==> src/rtl/psum_acc_pkg.sv <==
// ---------------------------------------------------------------------------
// psum_acc_pkg
// Shared definitions for the partial-sum accumulator:
//   - state_e      : controller states (IDLE / ACCUM / DRAIN)
//   - PASS_W       : width of the pass counter / num_pass_m1 field
//   - SAT_MAX_BW   : widest lane the saturating helper supports
//   - sat_clip()   : clamps a sign-extended sum into a bw-bit signed range;
//                    only referenced when PSUM_ACC_SAT_EN is defined
// ---------------------------------------------------------------------------
package psum_acc_pkg;

  typedef enum logic [1:0] {
    ST_IDLE  = 2'd0,
    ST_ACCUM = 2'd1,
    ST_DRAIN = 2'd2
  } state_e;

  localparam int PASS_W     = 8;
  localparam int SAT_MAX_BW = 32;

  // Clamp a (bw+1)-bit sum, sign-extended to SAT_MAX_BW+1 bits, into
  // [-2^(bw-1), 2^(bw-1)-1]. Callers truncate the result to bw bits.
  function automatic logic signed [SAT_MAX_BW:0] sat_clip(
    input logic signed [SAT_MAX_BW:0] sum,
    input int                         bw
  );
    logic signed [SAT_MAX_BW:0] hi;
    logic signed [SAT_MAX_BW:0] lo;
    logic signed [SAT_MAX_BW:0] res;
    hi = (33'sd1 <<< (bw - 1)) - 33'sd1;
    lo = -hi - 33'sd1;
    if (sum > hi) begin
      res = hi;
    end else if (sum < lo) begin
      res = lo;
    end else begin
      res = sum;
    end
    return res;
  endfunction

endpackage

==> src/rtl/psum_accumulator_if.sv <==
// ---------------------------------------------------------------------------
// psum_accumulator_if
// Input and output valid/ready streams of the accumulator.
//   in_valid / in_ready / in_data    : psum vectors from the output FIFO drain
//   out_valid / out_ready / out_data : accumulated vectors to the SRAM path
// Modports: master = traffic source/sink around the block, slave = block.
// ---------------------------------------------------------------------------
interface psum_accumulator_if #(
  parameter int COL     = 8,
  parameter int PSUM_BW = 16
) ();

  logic                     in_valid;
  logic                     in_ready;
  logic [COL*PSUM_BW-1:0]   in_data;
  logic                     out_valid;
  logic                     out_ready;
  logic [COL*PSUM_BW-1:0]   out_data;

  modport master (
    output in_valid, in_data, out_ready,
    input  in_ready, out_valid, out_data
  );

  modport slave (
    input  in_valid, in_data, out_ready,
    output in_ready, out_valid, out_data
  );

endinterface

==> src/rtl/psum_acc_lane.sv <==
// ---------------------------------------------------------------------------
// psum_acc_lane
// One lane of the accumulator datapath (purely combinational).
//   i_cur     : current buffer contents at the active position
//   i_data    : incoming lane value
//   i_first   : first pass -> overwrite instead of accumulate
//   o_wr      : value to write back into the buffer
//   i_relu_en : zero negative values on the read path
//   o_rd      : drained lane value
// Build option: PSUM_ACC_SAT_EN selects saturating addition; otherwise the
// sum wraps modulo 2^PSUM_BW.
// ---------------------------------------------------------------------------
module psum_acc_lane
  import psum_acc_pkg::*;
#(
  parameter int PSUM_BW = 16
) (
  input  logic [PSUM_BW-1:0] i_cur,
  input  logic [PSUM_BW-1:0] i_data,
  input  logic               i_first,
  input  logic               i_relu_en,
  output logic [PSUM_BW-1:0] o_wr,
  output logic [PSUM_BW-1:0] o_rd
);

  logic [PSUM_BW-1:0] w_add;

`ifdef PSUM_ACC_SAT_EN
  // One extra bit of headroom exposes overflow before clamping.
  logic signed [PSUM_BW:0]    w_sum_ext;
  logic signed [SAT_MAX_BW:0] w_sum_wide;

  assign w_sum_ext  = $signed({i_cur[PSUM_BW-1], i_cur}) +
                      $signed({i_data[PSUM_BW-1], i_data});
  assign w_sum_wide = {{(SAT_MAX_BW-PSUM_BW){w_sum_ext[PSUM_BW]}}, w_sum_ext};
  assign w_add      = PSUM_BW'(sat_clip(w_sum_wide, PSUM_BW));
`else
  // Two's-complement truncation: the carry out is simply dropped.
  assign w_add = i_cur + i_data;
`endif

  assign o_wr = i_first ? i_data : w_add;
  assign o_rd = (i_relu_en && i_cur[PSUM_BW-1]) ? {PSUM_BW{1'b0}} : i_cur;

endmodule

==> src/rtl/psum_accumulator.sv <==
// ---------------------------------------------------------------------------
// psum_accumulator
// Multi-pass partial-sum accumulator. A tile of num_pix_m1+1 positions is
// accumulated over num_pass_m1+1 passes into an on-chip buffer, then drained
// in position order with optional ReLU.
// Ports:
//   clk, rst_n      : clock, asynchronous active-low reset
//   i_start         : one-cycle launch pulse, honoured only when idle
//   i_num_pix_m1    : positions per pass minus one (latched on start)
//   i_num_pass_m1   : passes minus one (latched on start)
//   i_relu_en       : ReLU on drain (latched on start)
//   bus             : input/output valid-ready streams (slave modport)
//   o_busy          : controller not idle
//   o_done          : one-cycle pulse after the final output handshake
// Build option: PSUM_ACC_SAT_EN (saturating lane addition).
// ---------------------------------------------------------------------------
module psum_accumulator
  import psum_acc_pkg::*;
#(
  parameter int COL     = 8,
  parameter int PSUM_BW = 16,
  parameter int DEPTH   = 16
) (
  input  logic                     clk,
  input  logic                     rst_n,
  input  logic                     i_start,
  input  logic [$clog2(DEPTH)-1:0] i_num_pix_m1,
  input  logic [PASS_W-1:0]        i_num_pass_m1,
  input  logic                     i_relu_en,
  psum_accumulator_if.slave        bus,
  output logic                     o_busy,
  output logic                     o_done
);

  localparam int PW = $clog2(DEPTH);
  localparam int VW = COL * PSUM_BW;
  localparam logic [PW-1:0]     PIX_ONE  = PW'(1);
  localparam logic [PASS_W-1:0] PASS_ONE = PASS_W'(1);

  state_e              r_state;
  logic [PW-1:0]       r_pix_ptr;
  logic [PASS_W-1:0]   r_pass_cnt;
  logic [PW-1:0]       r_num_pix_m1;
  logic [PASS_W-1:0]   r_num_pass_m1;
  logic                r_relu_en;
  logic                r_in_ready;
  logic                r_out_valid;
  logic                r_busy;
  logic                r_done;
  logic [VW-1:0]       r_buf [DEPTH];

  logic                w_in_hs;
  logic                w_out_hs;
  logic                w_last_pix;
  logic                w_last_pass;
  logic                w_first_pass;
  logic [VW-1:0]       w_cur;
  logic [VW-1:0]       w_wr_data;
  logic [VW-1:0]       w_rd_data;

  assign w_in_hs      = bus.in_valid & r_in_ready;
  assign w_out_hs     = r_out_valid & bus.out_ready;
  assign w_last_pix   = (r_pix_ptr == r_num_pix_m1);
  assign w_last_pass  = (r_pass_cnt == r_num_pass_m1);
  assign w_first_pass = (r_pass_cnt == {PASS_W{1'b0}});
  // Accumulate and drain never overlap, so one buffer read port serves both.
  assign w_cur        = r_buf[r_pix_ptr];

  for (genvar g = 0; g < COL; g++) begin : g_lane
    psum_acc_lane #(
      .PSUM_BW (PSUM_BW)
    ) u_lane (
      .i_cur     (w_cur[g*PSUM_BW +: PSUM_BW]),
      .i_data    (bus.in_data[g*PSUM_BW +: PSUM_BW]),
      .i_first   (w_first_pass),
      .i_relu_en (r_relu_en),
      .o_wr      (w_wr_data[g*PSUM_BW +: PSUM_BW]),
      .o_rd      (w_rd_data[g*PSUM_BW +: PSUM_BW])
    );
  end

  assign bus.in_ready  = r_in_ready;
  assign bus.out_valid = r_out_valid;
  // Gated so the port reads zero whenever nothing is being offered.
  assign bus.out_data  = r_out_valid ? w_rd_data : {VW{1'b0}};
  assign o_busy        = r_busy;
  assign o_done        = r_done;

  // Controller: state, counters, config latches and registered handshake flags.
  always_ff @(posedge clk or negedge rst_n) begin
    if (!rst_n) begin
      r_state       <= ST_IDLE;
      r_pix_ptr     <= {PW{1'b0}};
      r_pass_cnt    <= {PASS_W{1'b0}};
      r_num_pix_m1  <= {PW{1'b0}};
      r_num_pass_m1 <= {PASS_W{1'b0}};
      r_relu_en     <= 1'b0;
      r_in_ready    <= 1'b0;
      r_out_valid   <= 1'b0;
      r_busy        <= 1'b0;
      r_done        <= 1'b0;
    end else begin
      r_done <= 1'b0;
      case (r_state)
        ST_IDLE: begin
          if (i_start) begin
            r_num_pix_m1  <= i_num_pix_m1;
            r_num_pass_m1 <= i_num_pass_m1;
            r_relu_en     <= i_relu_en;
            r_pix_ptr     <= {PW{1'b0}};
            r_pass_cnt    <= {PASS_W{1'b0}};
            r_in_ready    <= 1'b1;
            r_busy        <= 1'b1;
            r_state       <= ST_ACCUM;
          end
        end
        ST_ACCUM: begin
          if (w_in_hs) begin
            if (w_last_pix) begin
              r_pix_ptr <= {PW{1'b0}};
              if (w_last_pass) begin
                r_pass_cnt  <= {PASS_W{1'b0}};
                r_in_ready  <= 1'b0;
                r_out_valid <= 1'b1;
                r_state     <= ST_DRAIN;
              end else begin
                r_pass_cnt <= r_pass_cnt + PASS_ONE;
              end
            end else begin
              r_pix_ptr <= r_pix_ptr + PIX_ONE;
            end
          end
        end
        ST_DRAIN: begin
          if (w_out_hs) begin
            if (w_last_pix) begin
              r_pix_ptr   <= {PW{1'b0}};
              r_out_valid <= 1'b0;
              r_busy      <= 1'b0;
              r_done      <= 1'b1;
              r_state     <= ST_IDLE;
            end else begin
              r_pix_ptr <= r_pix_ptr + PIX_ONE;
            end
          end
        end
        default: begin
          r_pix_ptr   <= {PW{1'b0}};
          r_pass_cnt  <= {PASS_W{1'b0}};
          r_in_ready  <= 1'b0;
          r_out_valid <= 1'b0;
          r_busy      <= 1'b0;
          r_state     <= ST_IDLE;
        end
      endcase
    end
  end

  // Buffer: written only on an accepted input vector.
  always_ff @(posedge clk or negedge rst_n) begin
    if (!rst_n) begin
      for (int i = 0; i < DEPTH; i++) begin
        r_buf[i] <= {VW{1'b0}};
      end
    end else if (w_in_hs) begin
      r_buf[r_pix_ptr] <= w_wr_data;
    end
  end

endmodule

==> src/flat_wrapper.sv <==
// flat-port wrapper written by rule: the top's interface ports become plain ports
module psum_accumulator_flat import psum_acc_pkg::*;
#(
  parameter int COL     = 8,
  parameter int PSUM_BW = 16,
  parameter int DEPTH   = 16
)
  (clk, rst_n, i_start, i_num_pix_m1, i_num_pass_m1, i_relu_en, o_busy, o_done, bus_in_valid, bus_in_data, bus_out_ready, bus_in_ready, bus_out_valid, bus_out_data);
  psum_accumulator_if #(.COL(COL), .PSUM_BW(PSUM_BW)) bus_i ();
  input  logic clk;
  input  logic rst_n;
  input  logic i_start;
  input  logic [$clog2(DEPTH)-1:0] i_num_pix_m1;
  input  logic [PASS_W-1:0] i_num_pass_m1;
  input  logic i_relu_en;
  output logic o_busy;
  output logic o_done;
  input wire logic [$bits(bus_i.in_valid)-1:0] bus_in_valid;
  input wire logic [$bits(bus_i.in_data)-1:0] bus_in_data;
  input wire logic [$bits(bus_i.out_ready)-1:0] bus_out_ready;
  output wire logic [$bits(bus_i.in_ready)-1:0] bus_in_ready;
  output wire logic [$bits(bus_i.out_valid)-1:0] bus_out_valid;
  output wire logic [$bits(bus_i.out_data)-1:0] bus_out_data;
  assign bus_i.in_valid = bus_in_valid;
  assign bus_i.in_data = bus_in_data;
  assign bus_i.out_ready = bus_out_ready;
  assign bus_in_ready = bus_i.in_ready;
  assign bus_out_valid = bus_i.out_valid;
  assign bus_out_data = bus_i.out_data;
  psum_accumulator #(.COL(COL), .PSUM_BW(PSUM_BW), .DEPTH(DEPTH)) u_core (.clk(clk), .rst_n(rst_n), .i_start(i_start), .i_num_pix_m1(i_num_pix_m1), .i_num_pass_m1(i_num_pass_m1), .i_relu_en(i_relu_en), .bus(bus_i), .o_busy(o_busy), .o_done(o_done));
endmodule
==> config.mk <==
export PLATFORM = sky130hd
export DESIGN_NAME = psum_accumulator_flat
export DESIGN_NICKNAME = d
export VERILOG_FILES = /design/src/rtl/psum_acc_pkg.sv /design/src/rtl/psum_accumulator_if.sv /design/src/rtl/psum_acc_lane.sv /design/src/rtl/psum_accumulator.sv /design/src/flat_wrapper.sv
export SDC_FILE = /design/constraint.sdc
export NUM_CORES = 2
export LEC_CHECK = 0
export CAP_MARGIN = 20
export CORE_AREA = 2 2 426 428
export CTS_BUF_LIST = sky130_fd_sc_hd__clkbuf_4 sky130_fd_sc_hd__clkbuf_8 sky130_fd_sc_hd__clkbuf_16
export DETAILED_ROUTE_END_ITERATION = 12
export DIE_AREA = 0 0 428 430
export PLACE_DENSITY_LB_ADDON = 0.12
export SYNTH_ARGS = -nofsm -noshare
export SYNTH_HDL_FRONTEND = slang
export SYNTH_SLANG_ARGS = --single-unit
==> constraint.sdc <==
create_clock -name clk -period 11.9 [get_ports clk]
set_input_delay 2.38 -clock clk [delete_from_list [all_inputs] [get_ports clk]]
set_output_delay 2.38 -clock clk [all_outputs]
set_load 0.01 [all_outputs]
Yosys cells after proc, flatten, opt, wreduce, memory -nomap -nowiden. Cells that the tools add are included.

Output and inout bits: 132. Input port bits: 146. Register bits: 2079.

Eq/ne operators: 10. $add $sub $neg: 10. Reduce and logical (&&, ||, !) cells: 18. Bitwise operators: 6. Magnitude comparators: 2. Mux-type cells: 55.

Operator list (count): $bwmux 2048 (1); $bmux 128 s4 (1); $demux 128 s4 (1); $mux 128 (4); $mux 16 (16); $add 16x16->16 (8); $mux 8 (4); $pmux 8 s3 (1); $mux 4 (4); $mux 1 (12); $mux 2 (6); $pmux 4 s3 (1); $reduce_and 6->1 (2); $ne 2x1->1 const B (5); $logic_and 1x1->1 (9); $pmux 1 s3 (3); $add 8x1->8 const B (1); $eq 8x8->1 (1); $logic_not 8->1 (1); $reduce_and 4->1 (2); $pmux 2 s3 (1); $ge 5x5->1 const B (1); $lt 5x1->1 const B (1); $not 4->5 (1); 11 further kinds (14).

Longest topological paths before layout.
Word-level depth: 7. Depth in mapped cells: 19. Mapped depth without buffers: 12.

Hierarchy. Synthesis repeated with hierarchy kept, for this count alone.

Cells, all modules: 6793. Area, all modules: 101666.3 um2.

By module, submodules not included: psum_accumulator (instances 1, sequential area each 52024.9 um2, area each 93245.7 um2, cells each 5557); psum_acc_lane (u_core.g_lane[1].u_lane ...) (instances 5, sequential area each 0.0 um2, area each 1037.2 um2, cells each 148); psum_acc_lane (u_core.g_lane[6].u_lane ...) (instances 2, sequential area each 0.0 um2, area each 1086.0 um2, cells each 168); psum_acc_lane (u_core.g_lane[0].u_lane) (instances 1, sequential area each 0.0 um2, area each 1062.3 um2, cells each 160).

Least setup slack after synthesis. OpenSTA, ideal clock, no wires.

Path type: flip-flop to flip-flop. From: reg u_core.r_pix_ptr[0]. To: reg u_core.r_buf[1070] (netlist bit). Cell stages (with the launch flop): 20. Period minus slack after synthesis: 5.563 ns. Slack: 6.337 ns. Setup time: 0.133 ns. Required time: 11.767 ns. Arrival: 5.430 ns. Cells stage by stage: dfrtp_1 > buf_6 > buf_12 > buf_6 > buf_2 > clkbuf_1 > buf_1 > mux4_2 > mux4_2 > ha_1 > fa_1 > a21o_1 > a21oi_1 > o21bai_1 > a31o_2 > a2111o_1 > a21o_1 > a31oi_1 > clkbuf_1 > o21ai_0.

Cells in the longest elaborated chain, start to end: 7. Elaborated cells on any way between the ends: 12. Those cells by class: add/sub: 1; order compare: 2; mux: 7; bitwise: 1; reduce/logical: 1.

RTL lines: start: declaration (line psum_accumulator.sv:41) `logic [PW-1:0] r_pix_ptr;`; start signal: assignment (line psum_accumulator.sv:93) `r_pix_ptr <= {PW{1'b0}};`; start signal: assignment (line psum_accumulator.sv:110) `r_pix_ptr <= {PW{1'b0}};`; start signal: assignment (line psum_accumulator.sv:120) `r_pix_ptr <= {PW{1'b0}};`; $not 4->5 (not written as such) * (line psum_accumulator.sv:67, psum_accumulator.sv:166); $bmux 128 s4 (line psum_accumulator.sv:67) `assign w_cur = r_buf[r_pix_ptr];`; $mux 128 (not written as such) (2 in series) (line psum_accumulator.sv:67); $add 16x16->16 (line psum_acc_lane.sv:39) `assign w_add = i_cur + i_data;`; $mux 16 (line psum_acc_lane.sv:42) `assign o_wr = i_first ? i_data : w_add;`; $bwmux 2048 * (line psum_accumulator.sv:166) `r_buf[r_pix_ptr] <= w_wr_data;`; end signal: indexed assignment (line psum_accumulator.sv:163) `r_buf[i] <= {VW{1'b0}};`; end signal: indexed assignment (line psum_accumulator.sv:166); end: declaration (line psum_accumulator.sv:50) `logic [VW-1:0] r_buf [DEPTH];`.

Every way passes the cells marked *; elsewhere a longest branch is shown, timed or not. The select of a mux whose other input is x is not followed. A chain may end at the register's enable or synchronous reset.

Final worst setup path.
From: reg u_core.r_pix_ptr[0]. To: out bus_out_data[30].

Cells in the longest elaborated chain, start to end: 7.

RTL lines: $not 4->5 (not written as such) * (line psum_accumulator.sv:67); $bmux 128 s4 * (line psum_accumulator.sv:67); $mux 128 (not written as such) * (2 in series) (line psum_accumulator.sv:67); $logic_and 1x1->1 (line psum_acc_lane.sv:43) `assign o_rd = (i_relu_en && i_cur[PSUM_BW-1]) ? {PSUM_BW{1'b0}} : i_cur;`; $mux 16 * (line psum_acc_lane.sv:43); $mux 128 * (line psum_accumulator.sv:85) `assign bus.out_data = r_out_valid ? w_rd_data : {VW{1'b0}};`; end: declaration (line flat_wrapper.sv:23) `output wire logic [$bits(bus_i.out_data)-1:0] bus_out_data;`.

Marks and branches as above.

==> results.py <==
metrics = {
    "status": {
        "outcome": "completed",
    },
    "global_route": {
        "grt_pass1_vias": 69600,
        "grt-ovfl-total": 0,
        "grt_first_pass_wirelength_um": 425000,
        "antenna_found_initial": 13,
        "grt_use_total_pct": 30.0,
        "grt_max_degree": 192,
    },
    "clock_tree": {
        "cts_tree": "yes",
        "clkLatencyLatePin_ps": 870,
        "cts_num_sinks": 2079,
        "cts_hold_buf": 0,
        "cts_max_level": 4,
        "cts_resized": 0,
        "numCtsBuffers": 216,
        "clkTransAtPathRegs_ps": 60,
        "post_cts_buffers": 0,
        "clock_path_buffers": 3,
        "root_buffer": "clkbuf_16",
    },
    "synth": {
        "synth.avg_cell_area_um2": 10.9,
        "synthArstFlopShare_pct": 100,
        "ys_ff_latch": 2079,
        "syn_area_um2": 98000,
        "yosys_warnings": 0,
        "synth_cell_types": 70,
        "yosysSeqAreaShare_pct": 53.1,
        "synth_edf_count": 0,
        "postSynthCellCount": 9027,
        "synth-main-ff-cell": "dfrtp_1",
        "synth.net_count": 9310,
    },
    "worst_setup_path": {
        "startpoint_type": "flip-flop",
        "critPathKind": "flip-flop to output port",
        "cp.arrival_ps": 5450,
        "end_kind": "output port",
        "reg2reg_from": "u_core.r_pix_ptr[0]$_DFFE_PN0P_",
        "worstPathMaxFanout": 102,
        "r2r_end": "u_core.r_buf[1839]$_DFFE_PN0P_",
        "crit_required_ps": 9520,
        "rr_worst_depth": 13,
        "reg2reg_slack_ps": 4970,
    },
    "run": {
        "max-cap-violations": 0,
    },
    "min_path": {
        "hold_path.class": "flip-flop to flip-flop",
        "min_from": "u_core.r_buf[1785]$_DFFE_PN0P_",
        "min_to": "u_core.r_buf[1785]$_DFFE_PN0P_",
        "hold_depth": 2,
    },
    "die": {
        "die_h_um": 430,
        "num_rows": 156,
        "top_level_ports": 278,
        "core-area_um2": 180000,
        "die_area_um2": 184000,
        "floorplan.initialDensity_pct": 54.5,
        "die_w_um": 428,
    },
    "routing": {
        "first_pass_iters": 6,
        "dr.first_iter.drc_count": 6809,
        "num_vias": 69700,
        "avgRoutedWirePerCell_um": 23.7,
        "ant_nets": 0,
        "viasPerCell": 6.07,
        "wl_um": 272000,
        "drcViolationCount": 0,
    },
    "sta": {
        "hold_violations": 0,
        "setup_viol": 0,
        "tightest_slew_ps": 1190,
        "slew_headroom_pct": 20.8,
        "fin_skew_ps": 36.8,
        "min_period_ps": 7830,
        "tns_ps": 0,
        "slew_viol_final": 0,
        "rsz0062_at_grt": "no",
        "fmax_mhz": 128,
        "min_period_over_period_pct": 65.8,
    },
    "final_layout": {
        "nFillCells": 14300,
        "areaGrowthSynthToFinish_pct": 12.7,
        "drive_above_1_share_pct": 15.7,
        "nets": 9216,
        "instances_no_fill": 11500,
    },
    "placed_design": {
        "port-buffer-count": 277,
        "dp_cells": 11000,
        "dpl.hpwl_um": 157000,
        "gp_congestion": 0.848,
    },
    "power_and_ir_drop": {
        "power_density_nw_per_um2": 230,
        "irDropWorstVdd_mv": 0.208,
        "cellLeakagePower_nw": 48.2,
    },
}
-- area by class of cell --
| class | count | area (µm²) | share of cell area [%] |
|---|---|---|---|
| multi-input combinational | 6124 | 43100 | 39.0 |
| antenna | 5 | 12.5 | 0.0113 |
| timing repair buffer | 481 | 4670 | 4.23 |
| tap | 2370 | 2970 | 2.68 |
| clock buffer | 315 | 6540 | 5.92 |
| clock inverter | 88 | 1060 | 0.964 |
| sequential | 2079 | 52000 | 47.1 |
| inverter | 31 | 116 | 0.105 |
-- placed cells by master (no fill, tap or decap), types with 17 or more instances in the layout --
| cell type | netlist | routed |
|---|---|---|
| ha_1 | 129 | 129 |
| inv_1 | 30 | 30 |
| nand3_1 | 73 | 67 |
| clkbuf_8 | 0 | 48 |
| clkbuf_4 | 0 | 46 |
| clkdlybuf4s50_1 | 0 | 274 |
| a22oi_1 | 48 | 48 |
| dfrtp_1 | 2079 | 2075 |
| o21ai_0 | 1908 | 1901 |
| mux2_4 | 20 | 20 |
| nor3_1 | 82 | 80 |
| clkinv_2 | 0 | 45 |
| a21o_1 | 31 | 31 |
| nand2_1 | 2077 | 2066 |
| mux2_2 | 110 | 110 |
| mux2i_1 | 65 | 65 |
| o211ai_1 | 18 | 18 |
| and2_1 | 126 | 125 |
| a311oi_1 | 19 | 19 |
| buf_4 | 0 | 177 |
| xor2_1 | 41 | 41 |
| nand2b_1 | 31 | 31 |
| o21ai_1 | 74 | 77 |
| and3_1 | 41 | 41 |
| buf_12 | 2 | 22 |
| a211oi_1 | 18 | 18 |
| a31oi_1 | 17 | 17 |
| mux4_2 | 637 | 637 |
| xnor2_1 | 58 | 57 |
| a21oi_1 | 134 | 133 |
| bufinv_16 | 0 | 21 |
| nor2_1 | 195 | 194 |
| clkbuf_16 | 0 | 221 |
-- critical path, stage by stage, from the launching register on --
cell and delay, ps:
dfrtp_4 840, buf_12 680, buf_4 700, mux4_2 580, mux2i_1 150, mux2_2 290
o21a_1 400, and2_1 220, clkdlybuf4s50_1 550
-- through the flow --
step	power (mW)	hold WS, ps	area [µm²]	setup WS [ps]	utilization [%]
floorplan	15.1	445	98000	6340	-
global placement	17.9	455	102000	4710	57.0
detailed placement	18.2	465	103000	4860	57.0
CTS	25.4	477	110000	3930	61.3
global route	26.8	488	110000	3640	61.4
finish	25.4	474	110000	4070	61.4
-- worst max-delay path by stage --
stage	from	end	slack, ps	depth (start not counted)
finish	u_core.r_pix_ptr[0]$_DFFE_PN0P_	bus_out_data[30]	4070	8
global route	u_core.r_pix_ptr[0]$_DFFE_PN0P_	bus_out_data[30]	3640	8
CTS	u_core.r_pix_ptr[0]$_DFFE_PN0P_	bus_out_data[118]	3930	6
detailed placement	u_core.r_pix_ptr[0]$_DFFE_PN0P_	bus_out_data[118]	4860	6
global placement	u_core.r_pix_ptr[1]$_DFFE_PN0P_	bus_out_data[59]	4710	6
floorplan	u_core.r_pix_ptr[0]$_DFFE_PN0P_	u_core.r_buf[1070]$_DFFE_PN0P_	6340	19
-- cell families after synthesis --
family,share of synthesized area (%)
buf+inv,3.24
fa+ha+maj,1.81
compound gates,12.9
simple gates,11.2
flops,53.1
mux,16.9
xor+xnor,0.885
-- state kept, by name, indices dropped and copies added (netlist names), 2 cells and up --
| name | cells |
|---|---|
| u_core.r_buf | 2048 |
| u_core.r_num_pass_m1 | 8 |
| u_core.r_pass_cnt | 8 |
| u_core.r_num_pix_m1 | 4 |
| u_core.r_pix_ptr | 4 |
| u_core.r_state | 2 |
-- routing by layer --
| layer | up-vias | GRT usage [%] | share of wire (%) |
|---|---|---|---|
| li1 | 31600 | - | - |
| met3 | 465 | 4.49 | 6.4 |
| met5 | - | 0 | 0.015 |
| met1 | 35400 | 42.1 | 43 |
| met2 | 2250 | 48.0 | 47 |
| met4 | 6 | 11.2 | 3.7 |
-- Yosys cell counts (30+ instances only) --
| library cell | number | area, µm² |
|---|---|---|
| a22oi_1 | 48 | 360 |
| buf_1 | 66 | 248 |
| and2_1 | 126 | 788 |
| dfrtp_1 | 2079 | 52000 |
| nor2_1 | 195 | 732 |
| nor3_1 | 82 | 410 |
| xnor2_1 | 58 | 508 |
| a21oi_1 | 134 | 671 |
| o21ai_1 | 74 | 370 |
| ha_1 | 129 | 1610 |
| clkbuf_1 | 703 | 2640 |
| mux2_2 | 110 | 1240 |
| nand2_1 | 2077 | 7800 |
| and3_1 | 41 | 257 |
| nand3_1 | 73 | 365 |
| xor2_1 | 41 | 359 |
| a21o_1 | 31 | 233 |
| inv_1 | 30 | 113 |
| mux2i_1 | 65 | 651 |
| mux4_2 | 637 | 14300 |
| o21ai_0 | 1908 | 9550 |
| nand2b_1 | 31 | 194 |
-- power by group --
group	switching, mW	leakage (nW)	internal, mW
Clock	2.87	3.81	4.26
Combinational	5.87	16.1	3.67
Sequential	0.619	28.4	8.14
Note: power is estimated with default switching activity, not from simulation.
